File: config.mk
export PLATFORM = sky130hd
export DESIGN_NAME = seven_seg_scan_driver
export DESIGN_NICKNAME = d
export VERILOG_FILES = /design/src/rtl/seven_seg_pkg.sv /design/src/rtl/seg7_hex_decode.sv /design/src/rtl/seven_seg_scan_driver.sv
export SDC_FILE = /design/constraint.sdc
export NUM_CORES = 1
export LEC_CHECK = 0
export CAP_MARGIN = 30
export CORE_ASPECT_RATIO = 1.5
export CORE_MARGIN = 8
export CORE_UTILIZATION = 51
export DETAILED_ROUTE_END_ITERATION = 8
export PLACE_DENSITY = 0.76
export REMOVE_ABC_BUFFERS = 1
export SLEW_MARGIN = 15
export SYNTH_ARGS = -nofsm -noshare
export SYNTH_HDL_FRONTEND = slang
export SYNTH_SLANG_ARGS = --single-unit
export TNS_END_PERCENT = 30
File: constraint.sdc
create_clock -name i_clk -period 2.5 [get_ports i_clk]
set_clock_uncertainty 0.15 [all_clocks]
set_input_delay 0.375 -clock i_clk [delete_from_list [all_inputs] [get_ports i_clk]]
set_output_delay 0.375 -clock i_clk [all_outputs]
set_load 0.005 [all_outputs]
File: src/rtl/seven_seg_pkg.sv
// Purpose : shared constants and hex-to-segment decode for the seven-segment scan driver.
// Latency : n/a (package: types, constants, pure function).
// Backpressure: n/a.
// Contents: SEG_OFF (all segments dark, active-high), SEG_TABLE (abcdefg per hex value),
//           seg_decode() lookup helper.
package seven_seg_pkg;

  // All segments dark, active-high encoding (bit 6 = A ... bit 0 = G).
  localparam logic [6:0] SEG_OFF = 7'h00;

  // Active-high abcdefg patterns for hex digits 0..F.
  localparam logic [6:0] SEG_TABLE [16] = '{
    7'h7E, 7'h30, 7'h6D, 7'h79,
    7'h33, 7'h5B, 7'h5F, 7'h70,
    7'h7F, 7'h7B, 7'h77, 7'h1F,
    7'h4E, 7'h3D, 7'h4F, 7'h47
  };

  function automatic logic [6:0] seg_decode(input logic [3:0] val);
    return SEG_TABLE[val];
  endfunction

endpackage

File: src/rtl/seg7_hex_decode.sv
// Purpose : combinational 4-bit hex value to active-high abcdefg segment pattern.
// Latency : 0 cycles (pure combinational).
// Backpressure: none; output follows input every cycle.
// Ports   : i_val [3:0] hex value in; o_seg [6:0] segments out, o_seg[6]=A ... o_seg[0]=G.
module seg7_hex_decode (
  input  logic [3:0] i_val,
  output logic [6:0] o_seg
);
  import seven_seg_pkg::*;

  assign o_seg = seg_decode(i_val);

endmodule

File: src/rtl/seven_seg_scan_driver.sv
// Purpose : time-multiplexed N-digit seven-segment driver with tear-free load/shadow data path.
// Latency : outputs registered, 1 cycle after the tick/digit/shadow state they reflect;
//           loaded data becomes visible from the first slot after the next frame boundary.
// Backpressure: none; i_load is always accepted, o_pending reports data waiting for a boundary.
// Ports   : i_clk, i_rst_n (sync, active-low); i_num[4N-1:0], i_dp_in[N-1:0], i_digit_en[N-1:0],
//           i_load in; o_pending, o_seg[6:0], o_dp, o_anode[N-1:0], o_frame_done out.
module seven_seg_scan_driver #(
  parameter int NUM_DIGITS     = 8,
  parameter int REFRESH_DIV    = 100000,
  parameter int BLANK_CYCLES   = 4,
  parameter int SEG_ACTIVE_LOW = 1,
  parameter int AN_ACTIVE_LOW  = 1
) (
  input  logic                      i_clk,
  input  logic                      i_rst_n,
  input  logic [4*NUM_DIGITS-1:0]   i_num,
  input  logic [NUM_DIGITS-1:0]     i_dp_in,
  input  logic [NUM_DIGITS-1:0]     i_digit_en,
  input  logic                      i_load,
  output logic                      o_pending,
  output logic [6:0]                o_seg,
  output logic                      o_dp,
  output logic [NUM_DIGITS-1:0]     o_anode,
  output logic                      o_frame_done
);
  import seven_seg_pkg::*;

  localparam int TW = $clog2(REFRESH_DIV);
  // A single-digit display still needs a 1-bit index register.
  localparam int DW = (NUM_DIGITS > 1) ? $clog2(NUM_DIGITS) : 1;

  // XOR masks that turn active-high internal values into pin polarity.
  localparam logic [6:0]            SEG_XOR = (SEG_ACTIVE_LOW != 0) ? 7'h7F : 7'h00;
  localparam logic                  DP_XOR  = (SEG_ACTIVE_LOW != 0);
  localparam logic [NUM_DIGITS-1:0] AN_XOR  = (AN_ACTIVE_LOW != 0) ? {NUM_DIGITS{1'b1}} : '0;

  localparam logic [TW-1:0] TICK_LAST  = TW'(REFRESH_DIV - 1);
  localparam logic [DW-1:0] DIGIT_LAST = DW'(NUM_DIGITS - 1);

  // ---------------------------------------------------------------- scan state
  logic [TW-1:0] r_tick_cnt;
  logic [DW-1:0] r_digit_idx;

  logic w_slot_end;
  logic w_frame_boundary;

  assign w_slot_end       = (r_tick_cnt == TICK_LAST);
  assign w_frame_boundary = w_slot_end && (r_digit_idx == DIGIT_LAST);

  always_ff @(posedge i_clk) begin
    if (!i_rst_n) begin
      r_tick_cnt  <= '0;
      r_digit_idx <= '0;
    end else begin
      if (w_slot_end) begin
        r_tick_cnt <= '0;
        if (r_digit_idx == DIGIT_LAST) begin
          r_digit_idx <= '0;
        end else begin
          r_digit_idx <= r_digit_idx + DW'(1);
        end
      end else begin
        r_tick_cnt <= r_tick_cnt + TW'(1);
      end
    end
  end

  // ---------------------------------------------------------------- load / shadow
  // Staging holds the latest load; shadow is what the scanner displays and only
  // changes on a frame boundary, so a frame is never drawn with mixed data.
  logic [4*NUM_DIGITS-1:0] r_stg_num;
  logic [NUM_DIGITS-1:0]   r_stg_dp;
  logic [NUM_DIGITS-1:0]   r_stg_en;
  logic [4*NUM_DIGITS-1:0] r_shd_num;
  logic [NUM_DIGITS-1:0]   r_shd_dp;
  logic [NUM_DIGITS-1:0]   r_shd_en;
  logic                    r_pending;

  always_ff @(posedge i_clk) begin
    if (!i_rst_n) begin
      r_stg_num <= '0;
      r_stg_dp  <= '0;
      r_stg_en  <= '0;
      r_shd_num <= '0;
      r_shd_dp  <= '0;
      r_shd_en  <= '0;
      r_pending <= 1'b0;
    end else if (w_frame_boundary) begin
      // A load landing on the boundary itself bypasses staging; it is the
      // newest data, so it also beats anything already pending.
      if (i_load) begin
        r_shd_num <= i_num;
        r_shd_dp  <= i_dp_in;
        r_shd_en  <= i_digit_en;
      end else if (r_pending) begin
        r_shd_num <= r_stg_num;
        r_shd_dp  <= r_stg_dp;
        r_shd_en  <= r_stg_en;
      end
      r_pending <= 1'b0;
    end else if (i_load) begin
      r_stg_num <= i_num;
      r_stg_dp  <= i_dp_in;
      r_stg_en  <= i_digit_en;
      r_pending <= 1'b1;
    end
  end

  // ---------------------------------------------------------------- digit select / decode
  logic [3:0]            w_sel_num;
  logic                  w_sel_dp;
  logic                  w_sel_en;
  logic [6:0]            w_dec_seg;
  logic [NUM_DIGITS-1:0] w_onehot;
  logic                  w_in_blank_time;
  logic                  w_blank;

  assign w_sel_num = r_shd_num[{r_digit_idx, 2'b00} +: 4];
  assign w_sel_dp  = r_shd_dp[r_digit_idx];
  assign w_sel_en  = r_shd_en[r_digit_idx];
  assign w_onehot  = NUM_DIGITS'(1) << r_digit_idx;

  seg7_hex_decode u_dec (
    .i_val (w_sel_num),
    .o_seg (w_dec_seg)
  );

  // Anti-ghosting window at the start of each slot. With zero blank cycles
  // the compare would be constant, so it is left out entirely.
  generate
    if (BLANK_CYCLES > 0) begin : g_blank
      assign w_in_blank_time = (r_tick_cnt < TW'(BLANK_CYCLES));
    end else begin : g_noblank
      assign w_in_blank_time = 1'b0;
    end
  endgenerate

  assign w_blank = w_in_blank_time || !w_sel_en;

  logic [NUM_DIGITS-1:0] w_anode_nxt;
  logic [6:0]            w_seg_nxt;
  logic                  w_dp_nxt;

  always_comb begin
    w_anode_nxt = AN_XOR;
    w_seg_nxt   = SEG_OFF ^ SEG_XOR;
    w_dp_nxt    = DP_XOR;
    if (!w_blank) begin
      w_anode_nxt = w_onehot ^ AN_XOR;
      w_seg_nxt   = w_dec_seg ^ SEG_XOR;
      w_dp_nxt    = w_sel_dp ^ DP_XOR;
    end
  end

  // ---------------------------------------------------------------- output registers
  logic [NUM_DIGITS-1:0] r_anode;
  logic [6:0]            r_seg;
  logic                  r_dp;
  logic                  r_frame_done;

  always_ff @(posedge i_clk) begin
    if (!i_rst_n) begin
      r_anode      <= AN_XOR;
      r_seg        <= SEG_OFF ^ SEG_XOR;
      r_dp         <= DP_XOR;
      r_frame_done <= 1'b0;
    end else begin
      r_anode      <= w_anode_nxt;
      r_seg        <= w_seg_nxt;
      r_dp         <= w_dp_nxt;
      r_frame_done <= w_frame_boundary;
    end
  end

  assign o_anode      = r_anode;
  assign o_seg        = r_seg;
  assign o_dp         = r_dp;
  assign o_frame_done = r_frame_done;
  assign o_pending    = r_pending;

endmodule

Word-level counts from Yosys, hierarchy flattened
Memory sizes are Yosys's and may differ from the RTL's.
Cells that the tools add are included.
- bits of input ports: 51
- register bits: 134
- memories: 1
- bits in read-only memories: 112
- output and inout port bits: 18
- word-level logic and storage cells: 51
- $add $sub $neg: 2
- mux-type cells: 13
- shift operators: 2
- reduce and logical (&&, ||, !) cells: 9
- order comparisons: 3
- equality and inequality tests: 2
- bitwise operators: 6
- memories (memory ; depth ; width ; rd ports ; clocked after Yosys merged registers in ; wr ports ; line ; source):
    (no name shown) ; 16 ; 7 ; 1 ; 0 ; 0 ; seven_seg_pkg.sv:20 ; return SEG_TABLE[val];
- operator list (operator ; number):
    $mux 32 ; 2
    $mux 8 ; 4
    $shiftx 32x6->4 ; 1
    $add 17x1->17 const B ; 1
    $eq 17x17->1 const B ; 1
    $lt 17x3->1 const B ; 1
    $mux 7 ; 2
    $not 8->8 ; 1
    $shl 1x3->8 const A ; 1
    $not 7->7 ; 1
    $bmux 1 s3 ; 2
    $reduce_or 2->1 ; 3
    $ge 5x5->1 const B ; 1
    $not 4->5 ; 1
    $lt 3x4->1 const B ; 1
    $reduce_and 2->1 ; 2
    $add 3x1->3 const B ; 1
    $eq 3x3->1 const B ; 1
    $mux 3 ; 1
    $not 1->1 ; 3
    $mux 1 ; 2
    $reduce_bool 2->1 ; 1
    $logic_and 1x1->1 ; 1
    $logic_not 1->1 ; 1
    $logic_or 1x1->1 ; 1

Logic depth before layout (Yosys ltp)
Gate-level depths: netlist of the first run.
- depth after elaboration: 6
- gate-level depth with buffers: 10
- depth with buffers taken out: 8

Modules after synthesis
Synthesis of the first run repeated with hierarchy kept, for this count alone.
- cell total of the unflattened synthesis: 650
- area, all modules: 6198.4 um^2
- by module, submodules not included (module ; sequential area each (um^2) ; cells an instance ; instances ; area an instance (um^2)):
    seven_seg_scan_driver ; 2682.6 ; 617 ; 1 ; 5910.7
    seg7_hex_decode ; 0.0 ; 33 ; 1 ; 287.8

Least setup slack after synthesis of the first run
No wires, ideal clock.
- path kind: flip-flop to flip-flop
- start: reg r_tick_cnt[0]
- end: reg r_shd_dp[0]
- stages on the path, launching flop included: 8
- buffers on the path: 2
- data arrival time: 2.088 ns
- setup time: 0.146 ns
- path slack: 0.116 ns
- cell sequence: dfxtp_1 > ha_1 > nand3_2 > or4_4 > nor4_4 > buf_6 > buf_6 > a211oi_2
- cells in the longest elaborated chain, start to end: 3
- RTL lines (element ; line ; source):
    start: declaration ; seven_seg_scan_driver.sv:41 ; logic [TW-1:0] r_tick_cnt;
    start signal: assignment ; seven_seg_scan_driver.sv:63 ; r_tick_cnt <= r_tick_cnt + TW'(1);
    $eq 17x17->1 ; seven_seg_scan_driver.sv:47 ; assign w_slot_end = (r_tick_cnt == TICK_LAST);
    $logic_and 1x1->1 ; seven_seg_scan_driver.sv:48 ; assign w_frame_boundary = w_slot_end && (r_digit_idx == DIGIT_LAST);
    $reduce_and 2->1 (no source line) ; - ;
    end signal: assignment ; seven_seg_scan_driver.sv:93 ; r_shd_dp <= i_dp_in;
    end signal: assignment ; seven_seg_scan_driver.sv:97 ; r_shd_dp <= r_stg_dp;
    end: declaration ; seven_seg_scan_driver.sv:75 ; logic [NUM_DIGITS-1:0] r_shd_dp;
No other way between the ends.
A chain may end at the register's enable or synchronous reset.

Worst setup path after layout of the first run
- start: reg r_tick_cnt[1]
- end: reg r_shd_num[20]
- cells in the longest elaborated chain, start to end: 3
- RTL lines (element ; line ; source):
    $eq 17x17->1 ; seven_seg_scan_driver.sv:47 ;
    $logic_and 1x1->1 ; seven_seg_scan_driver.sv:48 ;
    $reduce_and 2->1 (no source line) ; - ;
    end signal: assignment ; seven_seg_scan_driver.sv:92 ; r_shd_num <= i_num;
    end signal: assignment ; seven_seg_scan_driver.sv:96 ; r_shd_num <= r_stg_num;
    end: declaration ; seven_seg_scan_driver.sv:74 ; logic [4*NUM_DIGITS-1:0] r_shd_num;
No other way between the ends.

==> results, run 1 <==
- The run finished, with violations left.
- The checks that failed: setup timing.
- The top cell type by area accounts for 43.42% of the synthesized area.
- Of the total power, registers draw 45.8%.
- The number of max-slew violations in the final report is 0.
- Across every metal layer, demand over resource in global routing totals 17.56%.
- The via density per instance is 5.491.
- The min-delay analysis places its worst path in the category reg -> reg.
- The maximum resistive drop on vdd is 0.4526 mV.
- Of all nets on the critical path, the largest fanout is 5.
- The maximum level of the CTS H-tree is 4.
- The number of primary I/O pins is around 70.
- The wire length of the first global-routing pass is 22240 um.
- The number of global-route vias before repair was 4505.
- Combinational logic is responsible for 7.4% of the overall power.
- The path depth of the worst reg2reg path is 9.
- The overflow left after global routing is 0.
- The worst-path cell with the longest stage delay is sky130_fd_sc_hd__or4_4.
- The worst register-to-register path has a setup slack of -1 ps.
- The clock slew seen by the registers of the worst setup and hold paths is approximately 60 ps.
- The count of antenna diodes in the layout is 0.
- The HPWL after detailed placement is roughly 9400 um.
- The nature of the critical path startpoint is a flop.
- The launching instance or port of the critical path is r_tick_cnt[1]$_SDFF_PP0_.
- Counting distinct cell types in the post-synthesis netlist gives 40.
- The CTS tree is done.
- The pre-antenna-repair detailed-routing pass consisted of 4 iterations.
- The fraction of final layout cells with drive strength greater than 1 is 22.78%.
- Summing the sequential cell areas from Yosys gives 43.42% of the chip area.
- The buffer type at the clock tree root is sky130_fd_sc_hd__clkbuf_16.
- In this run the remaining antenna-violating nets after routing total 0.
- The count of nets after finishing is 727.
- The clock network burns 46.8% of the power.
- Measured along the y axis, the die boundary spans roughly 150 um.
- The fraction of the cycle the final worst path needs is 100.0%.
- The starting density of the core is 51.95%.
- The final setup TNS is -1.213 ps.
- The upper clock frequency limit is roughly 0.4 GHz.
- The final period demand of the worst path is 2501 ps.
- The count of state elements after synthesis is 134.
- The netlist area before placement is 6178 um2.
- After detailed routing, the average wire length per cell comes to 17.09 um.
- After synthesis, the share of flip-flops with an asynchronous set or reset is 0%.
- For the worst setup path, the data required time is 2690 ps.
- In the routed design, unresolved DRC markers number 0.
- The worst register-to-register path begins at r_tick_cnt[1]$_SDFF_PP0_.
- The number of enable flip-flop cells after synthesis is 0.
- The synthesized design spends more area on one cell type than any other, namely sky130_fd_sc_hd__dfxtp_1.
- The net switching power is 1.128 mW.
- The initial antenna violation count is 0.
- For this run, the leading register cell type out of synthesis is sky130_fd_sc_hd__dfxtp_1.
- Entering global routing, the biggest net connects 81 pins.
- The congestion estimate from routability-driven global placement came to 0.8205.
- The reg-to-reg endpoint is r_shd_num[20]$_SDFFE_PN0P_.
- The number of warning messages in the yosys log is 0.
- The type of the worst setup path is reg -> reg.
- The final wirelength is 14170 um.
- Summed over all cells, the static leakage comes to 3.065 nW.
- The worst-skew pair later-pin latency is 420 ps.
- Ranked by total cell area, the synthesized netlist is headed by sky130_fd_sc_hd__dfxtp_1 (43%), sky130_fd_sc_hd__mux2i_1 (17%), sky130_fd_sc_hd__a211oi_2 (9.7%).
- The longest clock path from root to sink contains 2 buffers.
- The detailed router finished its first iteration with between 200 and 300 violations.
- The endpoint type of the worst setup path is a flop.
- The routed layout has ~4600 vias.
- Final hold analysis gives a worst-case slack of approximately 300 ps.
- The per-instance average area after synthesis is 10.78 um2.
- Setup repair after global routing could not meet its margin everywhere.
- The critical path endpoint is r_shd_num[20]$_SDFFE_PN0P_.
- Power spread over the standard cell area amounts to 616.2 nW/um2.
- The longest individual stage delay on the worst path is 600 ps.
- After layout, the worst setup slack is -1.213 ps.
- The clock net in this run drives a total of roughly 130 sinks.
- Max-cap violations in this run came to 0.
- Clock tree synthesis inserted a total of 17 buffers.
- The transition at the pin with the smallest max-transition slack is 486.0 ps.
- Synthesis produced ~570 cells.
- The number of placement rows is 49.
- The number of buffers added on ports is 68.
- Setup violations remaining at the end of the flow were counted as 1.
- The cell-internal power is 3.704 mW.
- The die covers approximately 16000 um2.
- The switching share of total power is between 20% and 30%.
- The signal on the critical path passes through ha_4 -> nand3_2 -> or4_4 -> nor4_4 -> buf_12 -> clkbuf_4 -> buf_4 -> nor2_1 -> a211oi_2.
- The width of the die is 105.9 um.
- The area growth from synthesis to layout is 26.89%.
- The relative max-transition margin is around two thirds.
- The floorplan step defined a core boundary enclosing approximately 12000 um2.
- The critical path arrival is approximately 2700 ps.
- The hold violation count in the final report is 0.
-- cell usage in the layout, fill, tap and decap left out, types with 6 or more instances in the layout --
master and instances:
sky130_fd_sc_hd__dfxtp_1 131, sky130_fd_sc_hd__mux2i_1 104, sky130_fd_sc_hd__nor2_1 100, sky130_fd_sc_hd__clkdlybuf4s50_1 67, sky130_fd_sc_hd__a211oi_2 48, sky130_fd_sc_hd__buf_4 29
sky130_fd_sc_hd__nor2b_1 22, sky130_fd_sc_hd__clkbuf_16 20, sky130_fd_sc_hd__nand2_1 16, sky130_fd_sc_hd__mux4_2 12, sky130_fd_sc_hd__ha_1 12, sky130_fd_sc_hd__nand3_1 10
sky130_fd_sc_hd__xnor2_1 10, sky130_fd_sc_hd__inv_1 9, sky130_fd_sc_hd__buf_12 9, sky130_fd_sc_hd__clkinv_2 6
-- area by class of cell --
cell class                      count  area, um2
Multi-Input combinational cell    388       3203
Clock buffer                       20      466.7
Inverter                           11      42.54
Fill cell                         915       4054
Sequential cell                   134       2689
Tap cell                          153      191.4
Timing Repair Buffer              111       1167
Clock inverter                     12      80.08
-- synthesized netlist by cell type (all sizes together) (3+ instances only) --
cell,instances
clkbuf,17
mux4,12
mux2i,104
o211ai,3
nor3,5
nor2,100
ha,13
and3,4
nand4,4
nand2,16
mux2,3
nor2b,22
inv,11
nand3,11
nor4,5
xnor2,10
a211oi,50
nand2b,4
dfxtp,134
xor2,4
buf,23
o221ai,3
-- per-stage QoR --
stage	total power [mW]	worst slack, ps	utilization, %	instances	cell area (um2)
after global placement	2.603	147.6	59.32	777	7056
after floorplan	2.437	-2691	-	533	5907
after global routing	5.005	-69.95	65.92	829	7840
after CTS	4.864	33.09	63.92	809	7602
final	4.831	-1.213	65.92	829	7840
after detailed placement	2.613	59.55	59.32	777	7056
-- cells by family after synthesis --
kind of cell	after synthesis	synth area share (%)
buffers and inverters	51	5.063
adder cells (fa/ha/maj)	13	2.633
AND/OR/NAND/NOR	179	13.69
flip-flops	134	43.42
multiplexers	119	21.77
AO/OA/AOI/OAI	63	11.44
XOR/XNOR	14	1.984
-- state kept, by name, summed over array words and instances (netlist names) --
name / flops
o_frame_done: 1
r_tick_cnt: 17
o_anode: 8
r_stg_num: 32
r_shd_num: 32
o_seg: 7
r_digit_idx: 3
r_shd_en: 8
r_stg_dp: 8
r_shd_dp: 8
o_dp: 1
r_stg_en: 8
o_pending: 1
-- how the worst min path moves through the flow --
stage	from	endpoint	slack, ps	cells past startpoint
floorplan	r_tick_cnt[0]$_SDFF_PP0_	r_tick_cnt[0]$_SDFF_PP0_	280	1
global placement	r_tick_cnt[0]$_SDFF_PP0_	r_tick_cnt[0]$_SDFF_PP0_	290	1
detailed placement	r_tick_cnt[0]$_SDFF_PP0_	r_tick_cnt[0]$_SDFF_PP0_	320	1
CTS	i_load	r_shd_dp[7]$_SDFFE_PN0P_	300	3
global route	i_load	r_shd_dp[7]$_SDFFE_PN0P_	310	3
finish	r_tick_cnt[0]$_SDFF_PP0_	r_tick_cnt[0]$_SDFF_PP0_	300	1
-- critical path: cells and delay by family (launching register included) --
family          cells  cell delay, ps
simple gates        4            1120
buf+inv             3             470
flops               1             360
compound gates      1             180
fa+ha+maj           1             140
-- routing by layer --
metal,vias to the layer above,wire length [um],track usage [%]
met5,-,0,0
met4,0,327,7.279
met3,28,558,4.813
met2,103,7630,31.67
met1,2206,5652,18.85
li1,2215,-,-
-- power by group through the flow --
| stage | sequential [mW] | combinational, mW | clock (mW) |
|---|---|---|---|
| 3_3_place_gp | 2.26 | 0.347 | 0 |
| 5_1_grt | 2.22 | 0.387 | 2.40 |
| 2_1_floorplan | 2.25 | 0.183 | 0 |
| 4_1_cts | 2.21 | 0.357 | 2.30 |
| 6_report | 2.22 | 0.357 | 2.26 |
| 3_5_place_dp | 2.26 | 0.354 | 0 |
-- timing repair --
action,4_1_cts,5_1_grt
endpoints found under the setup margin,0,39
setup buffers,0,17
gates resized for setup,0,8
hold buffers,0,0
(Power assumes the default switching activity.)
==> inputs of run 2 (changes only) <==
--- a/config.mk
+++ b/config.mk
@@ -7,9 +7,10 @@
 export LEC_CHECK = 0
 export CAP_MARGIN = 30
 export CORE_ASPECT_RATIO = 1.5
-export CORE_MARGIN = 8
+export CORE_MARGIN = 2
 export CORE_UTILIZATION = 51
 export DETAILED_ROUTE_END_ITERATION = 8
+export HOLD_SLACK_MARGIN = 0.03
 export PLACE_DENSITY = 0.76
 export REMOVE_ABC_BUFFERS = 1
 export SLEW_MARGIN = 15
==> run 2 against run 1 <==
Compared with the run above: the run now ends clean; first-iteration DRC count is 0.79% higher; die area is 18% lower; global-route usage is 4.0 points higher; wire length is 3.7% lower; critical path depth is 2 lower; combinational power is 2% lower; critical endpoint is now r_shd_num[9]$_SDFFE_PN0P_; largest cell class unchanged; highest routed layer unchanged.
==> results, run 2 (synthesis gave the netlist of run 1 again) <==
- The library cells used most frequently in the layout, excluding fill and tap cells, are sky130_fd_sc_hd__dfxtp_1 (132), sky130_fd_sc_hd__mux2i_1 (104), sky130_fd_sc_hd__nor2_1 (100).
- The total global routing track utilization was 21.55% (+4.0 points).
- The upper clock frequency limit is 0.4093 GHz (+2.4%).
- The worst setup path is launched from a flop.
- TritonCTS built the clock tree.
- The worst setup path is captured at a flop.
- The core area was 11890 um2 (unchanged).
- The wire length per cell after detailed routing is 16.80 um (-1.7%).
- The root buffer cell chosen for the clock tree is sky130_fd_sc_hd__clkbuf_16.
- The number of remaining DRC errors is 0 (unchanged).
- The floorplan die area is 13030 um2 (-18%).
- The transition at the pin with the smallest max-transition slack is 496.9 ps (+10.93 ps).
- The hold violation count in the final report came to 0 (unchanged).
- The detailed-routing iteration count for the pre-antenna-repair pass was 5 (+1).
- The maximum level of the CTS H-tree is 4 (unchanged).
- The initial antenna violation count is 0 (unchanged).
- The fraction of the cycle the final worst path needs is 97.72% (-2.3 points).
- The fraction of final layout cells with drive strength greater than 1 is 20.18% (-2.6 points).
- The number of CTS-inserted buffers came to 17 (unchanged).
- The last weighted congestion value of the routability-driven placer was 0.7904 (-3.7%).
- The slack of the critical path is 57.07 ps (+58.29 ps).
- The number of global-route vias before repair is 4534 (+0.64%).
- The placement-stage worst setup slack is 84.71 ps (+25.16 ps).
- The total half-perimeter wirelength after legalization and detailed placement is 9312 um (-1.4%).
- The maximum resistive drop on vdd is 0.4300 mV (-5.0%).
- The total power consumption of the routed design is 5.022 mW (+3.9%).
- The clock slew seen by the registers of the worst setup and hold paths is 50 ps (about the same).
- The number of buffers added on ports was 68 (unchanged).
- The number of max-slew violations in the final report is 0 (unchanged).
- The wire length of the first global-routing pass is 21810 um (-1.9%).
- The relative max-transition margin was 66.87% (-0.73 points).
- The slowest stage of the critical path belongs to the cell sky130_fd_sc_hd__or4_4.
- The width of the die is 93.87 um (-11%).
- The placed instance count came to 777 (unchanged).
- The data required time at the worst endpoint came to 2680 ps (about the same).
- The layout filler cell count was 929 (+1.5%).
- The signal on the critical path passes through nand2_1 -> or4_4 -> nor4_4 -> buf_12 -> buf_16 -> nor2_1 -> a211oi_2.
- The TritonCTS sink count was 134 (unchanged).
- The final wirelength is 13640 um (-3.7%).
- The most frequent standard cell in the layout excluding fill and tap cells is sky130_fd_sc_hd__dfxtp_1.
- The violation count after the first detailed-route iteration came to 254 (+0.79%).
- The worst-skew pair later-pin latency is 420 ps (about the same).
- The starting density of the core is 51.95% (unchanged).
- The via density per instance is 5.462 (-0.53%).
- The area added between synthesis and finish is 24.56%.
- The type of the worst setup path is reg -> reg.
- The buffer levels on the longest clock path is 2 (unchanged).
- The overflow left after global routing was 0 (unchanged).
- The number of placement rows is 49 (unchanged).
- The count of nets after finishing is 711 (-2.2%).
- The leakage dissipation is 2.987 nW (-2.5%).
- The total of max-cap violations is 0 (unchanged).
- The flow ran to the end, and the final reports show no timing, DRC or antenna violations.
- The final setup TNS is 0 ps (+1.213 ps).
- The longest individual stage delay on the worst path is 570 ps (-30 ps).
- The via total after detailed routing is 4435 (-2.6%).
- The final period demand of the worst path is 2443 ps (-58.29 ps).
- The tightest min-delay check is of the in -> reg type.
- The final core utilization came to 64.71% (-1.2 points).
- The power density of the placed cells is 652.5 nW/um2 (+5.9%).
- The pin count of the biggest net entering global routing came to 81 (unchanged).
- The count of endpoints failing setup in the final report is 0 (-1).
- The count of antenna diodes in the layout is 0 (unchanged).
- In the final layout, the registers with the most flip-flops are r_shd_num: 32 flops, r_stg_num: 32 flops, r_tick_cnt: 17 flops.
- The post-route antenna net violation count came to 0 (unchanged).
- The number of primary I/O pins came to 69 (unchanged).
- The die boundary height is 138.8 um (-8.0%).
- The number of standard cells in the final layout excluding fillers is 812 (-2.1%).
- The critical path arrival was 2620 ps (-70 ps).
- The largest fanout on the critical path is 23 (+18).
-- run 2: changes by cell type in the layout (fill, tap and decap cells not counted), moves of 2 or more --
cell / change
sky130_fd_sc_hd__clkinvlp_4: -3
sky130_fd_sc_hd__clkinv_4: -2
sky130_fd_sc_hd__clkbuf_1: +3
sky130_fd_sc_hd__clkbuf_16: -2
sky130_fd_sc_hd__buf_12: -2
sky130_fd_sc_hd__bufinv_16: +3
sky130_fd_sc_hd__clkbuf_8: -2
sky130_fd_sc_hd__buf_4: -11
-- run 2: layout make-up --
class,count,area [um2],area share [%]
multi-input cells,388,3193,41.49
flip-flops and latches,134,2685,34.89
repair buffers,95,1003,13.04
clock buffers,21,450.4,5.853
well taps,153,191.4,2.487
clock inverters,10,130.1,1.691
inverters,11,42.54,0.5528
-- run 2: path summary, 6_finish.rpt --
| path | slack, ps | startpoint | depth (start not counted) | end |
|---|---|---|---|---|
| hold reg to reg | 300 | r_tick_cnt[0]$_SDFF_PP0_ | 1 | r_tick_cnt[0]$_SDFF_PP0_ |
| setup reg to reg | 60 | r_tick_cnt[4]$_SDFF_PP0_ | 7 | r_shd_num[9]$_SDFFE_PN0P_ |
| hold / removal | 300 | i_load | 3 | o_pending$_SDFFE_PP0P_ |
| setup / recovery | 60 | r_tick_cnt[4]$_SDFF_PP0_ | 7 | r_shd_num[9]$_SDFFE_PN0P_ |
-- run 2: what timing repair did --
| action | 4_1_cts | 5_1_grt |
|---|---|---|
| endpoints found under the setup margin | 0 | 39 |
| setup buffers | 0 | 3 |
| hold endpoints to repair | 0 | 0 |
| hold buffers | 0 | 0 |
| resized for setup | 0 | 4 |
-- run 2: metal layers --
metal,global-route usage (%),vias up,share of wire (%)
met2,38.57,103,54
met1,23.63,2129,40
met5,0,-,0
met3,4.402,30,3.2
met4,10.68,0,3.1
li1,-,2173,-
-- run 2: critical path: cells and delay by family (launching register included) --
| kind | cells | cell delay (ps) |
|---|---|---|
| simple gates | 4 | 1180 |
| buf+inv | 2 | 370 |
| compound gates | 1 | 220 |
| flops | 1 | 430 |
-- run 2: where the power goes --
| part | total (mW) | internal [mW] | switching, mW | leakage [nW] |
|---|---|---|---|---|
| Sequential | 2.21 | 2.19 | 0.0262 | 1.09 |
| Clock | 2.46 | 1.58 | 0.879 | 0.282 |
| Combinational | 0.351 | 0.178 | 0.173 | 1.61 |
-- run 2: through the flow --
stage / hold WS [ps] / cell area, um2
floorplan: 276.3 / 5907
global placement: 291.1 / 7056
detailed placement: 307.9 / 7056
CTS: 278.4 / 7636
global route: 298.4 / 7696
finish: 298.2 / 7696
==> inputs of run 3 (changes only) <==
--- a/config.mk
+++ b/config.mk
@@ -13,7 +13,7 @@
 export HOLD_SLACK_MARGIN = 0.03
 export PLACE_DENSITY = 0.76
 export REMOVE_ABC_BUFFERS = 1
-export SLEW_MARGIN = 15
+export SLEW_MARGIN = 30
 export SYNTH_ARGS = -nofsm -noshare
 export SYNTH_HDL_FRONTEND = slang
 export SYNTH_SLANG_ARGS = --single-unit
==> results of run 3 <==
Final layout, timing and power as in run 2 (identical DEF).
